`src/rtl/mips_mc_ctrl_hs.sv`:
```
// Multicycle MIPS control unit with a req/ready memory handshake.
// Drives the standard multicycle datapath and aludec. Memory states
// (FETCH, MEMRD, MEMWR) hold mem_req until mem_ready, guarded by a
// wait-cycle watchdog. Illegal opcodes and bus timeouts park the FSM in a
// sticky FAULT state that only reset leaves. instr_count counts retired
// instructions.
// Ports:
//   clk, reset          clock, asynchronous active-high reset
//   op, funct, zero     instruction fields and ALU zero flag
//   mem_ready           memory completes the current request this cycle
//   mem_req, memwrite   memory request and write strobe
//   pcen ... aluop      datapath controls
//   fault, fault_code   sticky fault flag and cause (01 illegal, 10 timeout)
//   state_o             current state (debug)
//   instr_count         retired-instruction counter
module mips_mc_ctrl_hs #(
  parameter int WAIT_W   = 8,
  parameter int MAX_WAIT = 255,
  parameter int CNT_W    = 32
) (
  input  logic             clk,
  input  logic             reset,
  input  logic [5:0]       op,
  input  logic [5:0]       funct,
  input  logic             zero,
  input  logic             mem_ready,
  output logic             mem_req,
  output logic             memwrite,
  output logic             pcen,
  output logic             irwrite,
  output logic             regwrite,
  output logic             alusrca,
  output logic             iord,
  output logic             memtoreg,
  output logic             regdst,
  output logic             jal,
  output logic [1:0]       pcsrc,
  output logic [2:0]       alusrcb,
  output logic [1:0]       aluop,
  output logic             fault,
  output logic [1:0]       fault_code,
  output logic [4:0]       state_o,
  output logic [CNT_W-1:0] instr_count
);

  typedef enum logic [4:0] {
    FETCH   = 5'd0,  DECODE  = 5'd1,  MEMADR  = 5'd2,  MEMRD   = 5'd3,
    MEMWB   = 5'd4,  MEMWR   = 5'd5,  RTYPEEX = 5'd6,  RTYPEWB = 5'd7,
    BEQEX   = 5'd8,  ADDIEX  = 5'd9,  IWB     = 5'd10, JEX     = 5'd11,
    BNEEX   = 5'd12, ORIEX   = 5'd13, JALEX   = 5'd14, JREX    = 5'd15,
    FAULT   = 5'd31
  } state_t;

  localparam logic [WAIT_W-1:0] MAX_WAIT_C = WAIT_W'(MAX_WAIT);

  state_t            state, state_n;
  logic [WAIT_W-1:0] wait_cnt;
  logic [1:0]        code_n;
  logic              mem_state, timeout, stall, req_dec;

  assign mem_state = (state == FETCH) || (state == MEMRD) || (state == MEMWR);
  assign timeout   = mem_state && !mem_ready && (wait_cnt == MAX_WAIT_C);
  assign stall     = mem_state && !mem_ready && !timeout;

  // Reset kills the request combinationally so a pending access is dropped
  // the instant reset rises, not at the next edge.
  assign mem_req = req_dec & ~reset;
  assign state_o = state;

  always_ff @(posedge clk or posedge reset) begin
    if (reset) state <= FETCH;
    else       state <= state_n;
  end

  // Any cycle that is not a stall either leaves the memory state or is not
  // a memory state, so clearing here gives a fresh count on every entry.
  always_ff @(posedge clk or posedge reset) begin
    if (reset)      wait_cnt <= '0;
    else if (stall) wait_cnt <= wait_cnt + 1'b1;
    else            wait_cnt <= '0;
  end

  always_ff @(posedge clk or posedge reset) begin
    if (reset) begin
      fault      <= 1'b0;
      fault_code <= 2'b00;
    end else if (state != FAULT && state_n == FAULT) begin
      fault      <= 1'b1;
      fault_code <= code_n;
    end
  end

  // Only terminal states ever branch to FETCH, so this is the retire point.
  always_ff @(posedge clk or posedge reset) begin
    if (reset)
      instr_count <= '0;
    else if (state != FETCH && state != FAULT && state_n == FETCH)
      instr_count <= instr_count + 1'b1;
  end

  always_comb begin
    state_n  = state;
    code_n   = 2'b00;
    req_dec  = 1'b0;
    memwrite = 1'b0;
    pcen     = 1'b0;
    irwrite  = 1'b0;
    regwrite = 1'b0;
    alusrca  = 1'b0;
    iord     = 1'b0;
    memtoreg = 1'b0;
    regdst   = 1'b0;
    jal      = 1'b0;
    pcsrc    = 2'b00;
    alusrcb  = 3'b000;
    aluop    = 2'b00;
    case (state)
      FETCH: begin
        req_dec = 1'b1;
        alusrcb = 3'b001;
        irwrite = mem_ready;
        pcen    = mem_ready;
        if (mem_ready)    state_n = DECODE;
        else if (timeout) begin state_n = FAULT; code_n = 2'b10; end
      end
      DECODE: begin
        alusrcb = 3'b011;
        case (op)
          6'b100011, 6'b101011: state_n = MEMADR;
          6'b000000: state_n = (funct == 6'b001000) ? JREX : RTYPEEX;
          6'b000100: state_n = BEQEX;
          6'b000101: state_n = BNEEX;
          6'b001000: state_n = ADDIEX;
          6'b001101: state_n = ORIEX;
          6'b000010: state_n = JEX;
          6'b000011: state_n = JALEX;
          default: begin state_n = FAULT; code_n = 2'b01; end
        endcase
      end
      MEMADR: begin
        alusrca = 1'b1;
        alusrcb = 3'b010;
        state_n = (op == 6'b100011) ? MEMRD : MEMWR;
      end
      MEMRD: begin
        req_dec = 1'b1;
        iord    = 1'b1;
        if (mem_ready)    state_n = MEMWB;
        else if (timeout) begin state_n = FAULT; code_n = 2'b10; end
      end
      MEMWB: begin
        regwrite = 1'b1;
        memtoreg = 1'b1;
        state_n  = FETCH;
      end
      MEMWR: begin
        req_dec  = 1'b1;
        iord     = 1'b1;
        memwrite = mem_ready;
        if (mem_ready)    state_n = FETCH;
        else if (timeout) begin state_n = FAULT; code_n = 2'b10; end
      end
      RTYPEEX: begin
        alusrca = 1'b1;
        aluop   = 2'b10;
        state_n = RTYPEWB;
      end
      RTYPEWB: begin
        regwrite = 1'b1;
        regdst   = 1'b1;
        state_n  = FETCH;
      end
      BEQEX, BNEEX: begin
        alusrca = 1'b1;
        aluop   = 2'b01;
        pcsrc   = 2'b01;
        pcen    = (state == BEQEX) ? zero : ~zero;
        state_n = FETCH;
      end
      ADDIEX: begin
        alusrca = 1'b1;
        alusrcb = 3'b010;
        state_n = IWB;
      end
      ORIEX: begin
        alusrca = 1'b1;
        alusrcb = 3'b100;
        aluop   = 2'b11;
        state_n = IWB;
      end
      IWB: begin
        regwrite = 1'b1;
        state_n  = FETCH;
      end
      JEX: begin
        pcen    = 1'b1;
        pcsrc   = 2'b10;
        state_n = FETCH;
      end
      JALEX: begin
        pcen     = 1'b1;
        pcsrc    = 2'b10;
        regwrite = 1'b1;
        jal      = 1'b1;
        state_n  = FETCH;
      end
      JREX: begin
        pcen    = 1'b1;
        pcsrc   = 2'b11;
        state_n = FETCH;
      end
      FAULT:   state_n = FAULT;
      default: state_n = FETCH;
    endcase
  end

endmodule

```
`config.mk`:
```
export PLATFORM = sky130hd
export DESIGN_NAME = mips_mc_ctrl_hs
export DESIGN_NICKNAME = d
export VERILOG_FILES = /design/src/rtl/mips_mc_ctrl_hs.sv
export SDC_FILE = /design/constraint.sdc
export NUM_CORES = 1
export LEC_CHECK = 0
export CORE_AREA = 2 2 92 72
export CTS_CLUSTER_DIAMETER = 80
export DETAILED_ROUTE_END_ITERATION = 10
export DIE_AREA = 0 0 94 74
export PLACE_DENSITY = 0.79
export SLEW_MARGIN = 20
export SYNTH_ARGS = -nofsm -noshare
export SYNTH_HDL_FRONTEND = slang
export SYNTH_SLANG_ARGS = --single-unit
```
`constraint.sdc`:
```
create_clock -name clk -period 8.8 [get_ports clk]
set_input_delay 1.32 -clock clk [delete_from_list [all_inputs] [get_ports clk]]
set_output_delay 1.32 -clock clk [all_outputs]
set_load 0.005 [all_outputs]
```
======== Yosys cells after proc, flatten, opt, wreduce, memory -nomap -nowiden ========
Index checks and enable logic that the tools add are counted.
W data, S select, Z words.
word-level totals
  flip-flop bits (word level) ............. 48
  input bits .............................. 16
  output and inout port bits .............. 57
  word-level logic and storage cells ...... 90
operators by class
  $add $sub $neg .......................... 2
  equality and inequality tests ........... 28
  multiplexer cells ....................... 27
  bitwise logic cells ..................... 3
  reductions and logical operators ........ 25
operators with widths
  operator                 number
  $pmux W5 S8              2
  $eq A5 B4 Y1 const B     8
  $add A32 B1 Y32 const B  1
  $eq A5 B3 Y1 const B     4
  $mux W5                  4
  $eq A6 B4 Y1 const B     3
  $eq A6 B2 Y1 const B     2
  $eq A6 B3 Y1 const B     2
  $eq A6 B6 Y1 const B     2
  $pmux W2 S3              2
  $pmux W3 S4              1
  $reduce_or A2 Y1         6
  $mux W1                  11
  $eq A5 B2 Y1 const B     2
  $eq A5 B5 Y1 const B     2
  $logic_not A5 Y1         2
  $reduce_or A9 Y1         1
  $add A8 B1 Y8 const B    1
  $eq A8 B8 Y1 const B     1
  $mux W8                  1
  $logic_and A1 B1 Y1      6
  $logic_not A6 Y1         1
  $reduce_or A3 Y1         2
  $reduce_or A6 Y1         1
  other kinds (13)         17

======== Depth between registers and ports, before layout ========
  depth after elaboration ................. 10
  depth in mapped cells ................... 11
  depth with buffers taken out ............ 8

======== Worst setup path before layout ========
OpenSTA, ideal clock, no wires.
  path type ............................... input to register
  from .................................... input op[2]
  to ...................................... register instr_count[19]
  library setup time ...................... 79 ps
  data arrival time ....................... 3,664 ps
  required time ........................... 8,721 ps
  path slack .............................. 5,057 ps
  stages .................................. 10
  buffers on the path ..................... 3
  cells stage by stage .................... buf_4 -> and4b_1 -> o31ai_1 -> and2_4 -> or4b_4 -> or4_4 -> buf_6 -> buf_6 -> nor4_2 -> xor2_1
on the way
  cells in the longest elaborated chain, start to end .. 6
  elaborated cells between the ends (all ways) .. 15
  those cells by class .................... eq/ne (8); mux (3); reduce/logical (4)
ends and longest elaborated chain
  element                          RTL line  text
  start: declaration               23        input logic [5:0] op,
  $eq A6 B6 Y1 (on tied branches)  128, 143
  $reduce_or A2 Y1                 -
  $pmux W5 S8                      128       case (op)
  $pmux W5 S8 (*)                  117       case (state)
  net state_n[1]                   56        state_t state, state_n;
  $logic_not A5 Y1 (*)             97        else if (state != FETCH && state != FAULT && state_n == FETCH)
  $logic_and A1 B1 Y1 (*)          97
  end signal: assignment           98        instr_count <= instr_count + 1'b1;
  end: declaration                 43        output logic [CNT_W-1:0] instr_count
Mark *: on every way through the listed nets, which the timed path passes. The rest lies on a longest branch.
A chain may end at the register's enable or synchronous reset.

======== Worst setup path after layout ========
  from .................................... input mem_ready
  to ...................................... output pcen
on the way
  cells in the longest elaborated chain, start to end .. 1
ends and longest elaborated chain
  element             RTL line  text
  start: declaration  26        input logic mem_ready,
  $pmux W1 S3         117
  end: declaration    29        output logic pcen,
Every way passes these cells.

==> out/results.ini <==
[detailed_routing]
antenna_left = 0
postRouteWirelength_um = 6520
via_per_inst = 5.51
detail_route.iter0.violations = 160
firstDrtPassIters = 4
drcViolationCount = 0
route.vias.total = 2530
routed_wire_length_per_instance_um = 14.2

[timing]
finalSetupTns_ns = 0
final.hold.worst_slack_ns = 0.473
final_max_slew_viol_count = 0
unrepaired_setup_endpoints_after_global_routing = no
slew-limit-headroom = 0.452
setup_violations_final = 0
post-route-period-util = 0.479
fmax_mhz = 237
tightest_slew_ns = 0.819
timing.clock.skew_ns = 0.00827
min_period_ns = 4.21
timing.final.hold_violations = 0

[clock_tree]
tritoncts_clock_tree = built
cts_max_path_buffers = 2
cts_inserted_buffers = 5
depth_of_the_cts_h_tree = 2
post_cts_hold_buffer_count = 0
clk_transition_reported_paths_ns = 0.08
postCtsSetupBuffers = 0
cts_root_buf = sky130_fd_sc_hd__clkbuf_8
post_cts_resized = 0
insertion_delay_ns = 0.30
cts.sinks = 48

[final_layout]
multi_input_combinational_cell_area_um2 = 1580
area_growth_syn_to_layout_pct = 27.4
layout.cell_area.non_filler_um2 = 3740
fillerInstances = 538
fin_nets = 395
antenna-diode-count = 0
post_route_cells_drive_above_1_share = 0.0847
seqCellArea_um2 = 1200

[global_routing]
initial_antenna_violation_count = 0
pin_count_of_the_biggest_net_entering_global_routing = 49
grt_pass1_vias = 2221
grt_util_all_layers = 0.194
globalRoute.totalOverflow = 0
global_route_wire_length_before_repair_um = 10700

[yosys]
syn-num-nets = 334
synth-async-reset-ratio = 1.00
yosys-top-cells-area = sky130_fd_sc_hd__dfrtp_1 41%, sky130_fd_sc_hd__xor2_1 9.5%, sky130_fd_sc_hd__nor4_2 4.3%
count_of_cell_types_in_the_netlist = 56
compound_gate_fraction_of_synth_area = 0.0877
synthMuxAreaShare = 0.00723
synth-warning-count = 0
syn_avg_cell_area_um2 = 9.30
synth_seq_area_share = 0.409
synth.ff_latch_count = 48
synth-simple-area-share = 0.318
synth-xor-area-share = 0.116
synth-edff-count = 0
synth_top_area_cell = sky130_fd_sc_hd__dfrtp_1
synth_top_family_by_area = simple AND/OR/NAND/NOR gates
post_synth_instance_area_um2 = 2940
ys.flop_type = sky130_fd_sc_hd__dfrtp_1
post_synth_inst_count = 316
synth_top_cell_area_share = 0.409
synthAdderAreaFrac = 0.00851

[pwr]
leakage_nw = 1.62
power.density_nw_per_um2 = 225
worst_ir_drop_vdd_v = 0.000135
power_mw = 0.844

[worst_setup_path]
r2r_start = state_o[1]
critical_path_arrival_ns = 2.89
critical_path_required_ns = 7.48
timing.setup.critical_path_class = input port to output port
worst_path_largest_cell_delay_ns = 0.53
end_kind = output port
cp_cell_sequence = clkdlybuf4s50_1, nand2b_1, nor4_1, a31o_2, clkdlybuf4s50_1
critical_path_peak_fanout = 4
critPathMostFrequentCell = sky130_fd_sc_hd__clkdlybuf4s50_1
crit_path_top_delay_cell = sky130_fd_sc_hd__clkdlybuf4s50_1
kind_of_start_point_of_the_critical_path = input port
crit_path_start = mem_ready

[worst_hold_path]
hold_path.startpoint = fault
hp-class = register to register

[place]
hpwlAfterDp_um = 4690
port_buffers = 72
gp_congestion = 0.843
postPlaceCellArea_um2 = 3650

[run]
maxCapViolCount = 0

[outcome]
outcome = finished, final reports clean

[floorplanning]
num_rows = 25
start_util = 0.482
fp.coreArea_um2 = 6100
area_of_the_die_um2 = 6960
die_x_um = 94
dieHeight_um = 74
boundaryPins = 73

-- cells in the mapped netlist (7+ instances only) --
master	number
sky130_fd_sc_hd__nand2b_1	12
sky130_fd_sc_hd__nor3_1	16
sky130_fd_sc_hd__and3_1	8
sky130_fd_sc_hd__a21oi_1	7
sky130_fd_sc_hd__xnor2_1	7
sky130_fd_sc_hd__nor4_1	7
sky130_fd_sc_hd__dfrtp_1	48
sky130_fd_sc_hd__inv_1	13
sky130_fd_sc_hd__o21ai_0	8
sky130_fd_sc_hd__nor4_2	10
sky130_fd_sc_hd__nand2_1	25
sky130_fd_sc_hd__xor2_1	32
sky130_fd_sc_hd__nor2_1	29
sky130_fd_sc_hd__nand3_1	17
sky130_fd_sc_hd__clkbuf_1	7
-- through the flow --
stage               std cells  utilization  worst slack [ns]
global placement          451        0.599              4.35
global route              459        0.614              4.38
floorplan                 316            -              5.06
finish                    459        0.614              4.59
CTS                       459        0.614              4.59
detailed placement        451        0.599              4.27
-- power by group --
part / switching, mW / internal [mW]
clock: 0.0704 / 0.0642
combinational: 0.196 / 0.194
sequential: 0.0698 / 0.249
-- cells by family after synthesis --
kind of cell / Yosys count
AND/OR/NAND/NOR: 157
flip-flops: 48
XOR/XNOR: 39
AO/OA/AOI/OAI: 37
buffers and inverters: 31
multiplexers: 2
adder cells (fa/ha/maj): 2
-- path summary, 6_finish.rpt --
path	end	slack, ns	cells after the start
setup / recovery	pcen	4.59	5
hold reg to reg	fault	0.47	1
min in group asynchronous	instr_count[13]	1.49	2
max in group asynchronous	wait_cnt[1]	6.83	2
hold / removal	fault	0.47	1
setup reg to reg	instr_count[20]	5.48	7
-- per-layer routing --
| layer | GRT usage | vias up | wire (um) |
|---|---|---|---|
| met4 | 0.0596 | 0 | 63 |
| met1 | 0.297 | 1204 | 3180 |
| met3 | 0.0344 | 7 | 407 |
| met2 | 0.282 | 73 | 2870 |
| li1 | - | 1246 | - |
| met5 | 0 | - | 0 |
-- sequential cells by signal, indices dropped and copies added, names as in the netlist --
name,cells
instr_count,32
wait_cnt,8
state_o,5
fault_code,2
fault,1
-- cell type report --
type / count / area share
multi-input cells: 237 / 0.422
flip-flops and latches: 48 / 0.321
repair buffers: 72 / 0.192
well taps: 81 / 0.0271
clock buffers: 8 / 0.0241
inverters: 13 / 0.0134
-- cell usage in the layout, fill, tap and decap left out, types with 3 or more instances in the layout --
master	n
sky130_fd_sc_hd__nand2b_1	12
sky130_fd_sc_hd__or2_2	5
sky130_fd_sc_hd__nor4_2	10
sky130_fd_sc_hd__and4_1	4
sky130_fd_sc_hd__nand4_1	4
sky130_fd_sc_hd__clkdlybuf4s50_1	72
sky130_fd_sc_hd__and3_1	8
sky130_fd_sc_hd__xnor2_1	7
sky130_fd_sc_hd__or3_1	3
sky130_fd_sc_hd__o21ai_0	8
sky130_fd_sc_hd__a21oi_1	7
sky130_fd_sc_hd__xor2_1	32
sky130_fd_sc_hd__nand2_1	25
sky130_fd_sc_hd__nor2_1	29
sky130_fd_sc_hd__nor3_1	16
sky130_fd_sc_hd__dfrtp_1	48
sky130_fd_sc_hd__clkbuf_8	6
sky130_fd_sc_hd__nand3_1	17
sky130_fd_sc_hd__nor4_1	7
sky130_fd_sc_hd__inv_1	12
sky130_fd_sc_hd__a211oi_1	6
sky130_fd_sc_hd__or4_1	3
-- critical path, delay by kind of cell --
kind	cells	cell delay (ns)
buffers and inverters	2	1.03
and+or+nand+nor	2	0.39
AOI/OAI and AO/OA	1	0.16
(Power assumes the default switching activity.)
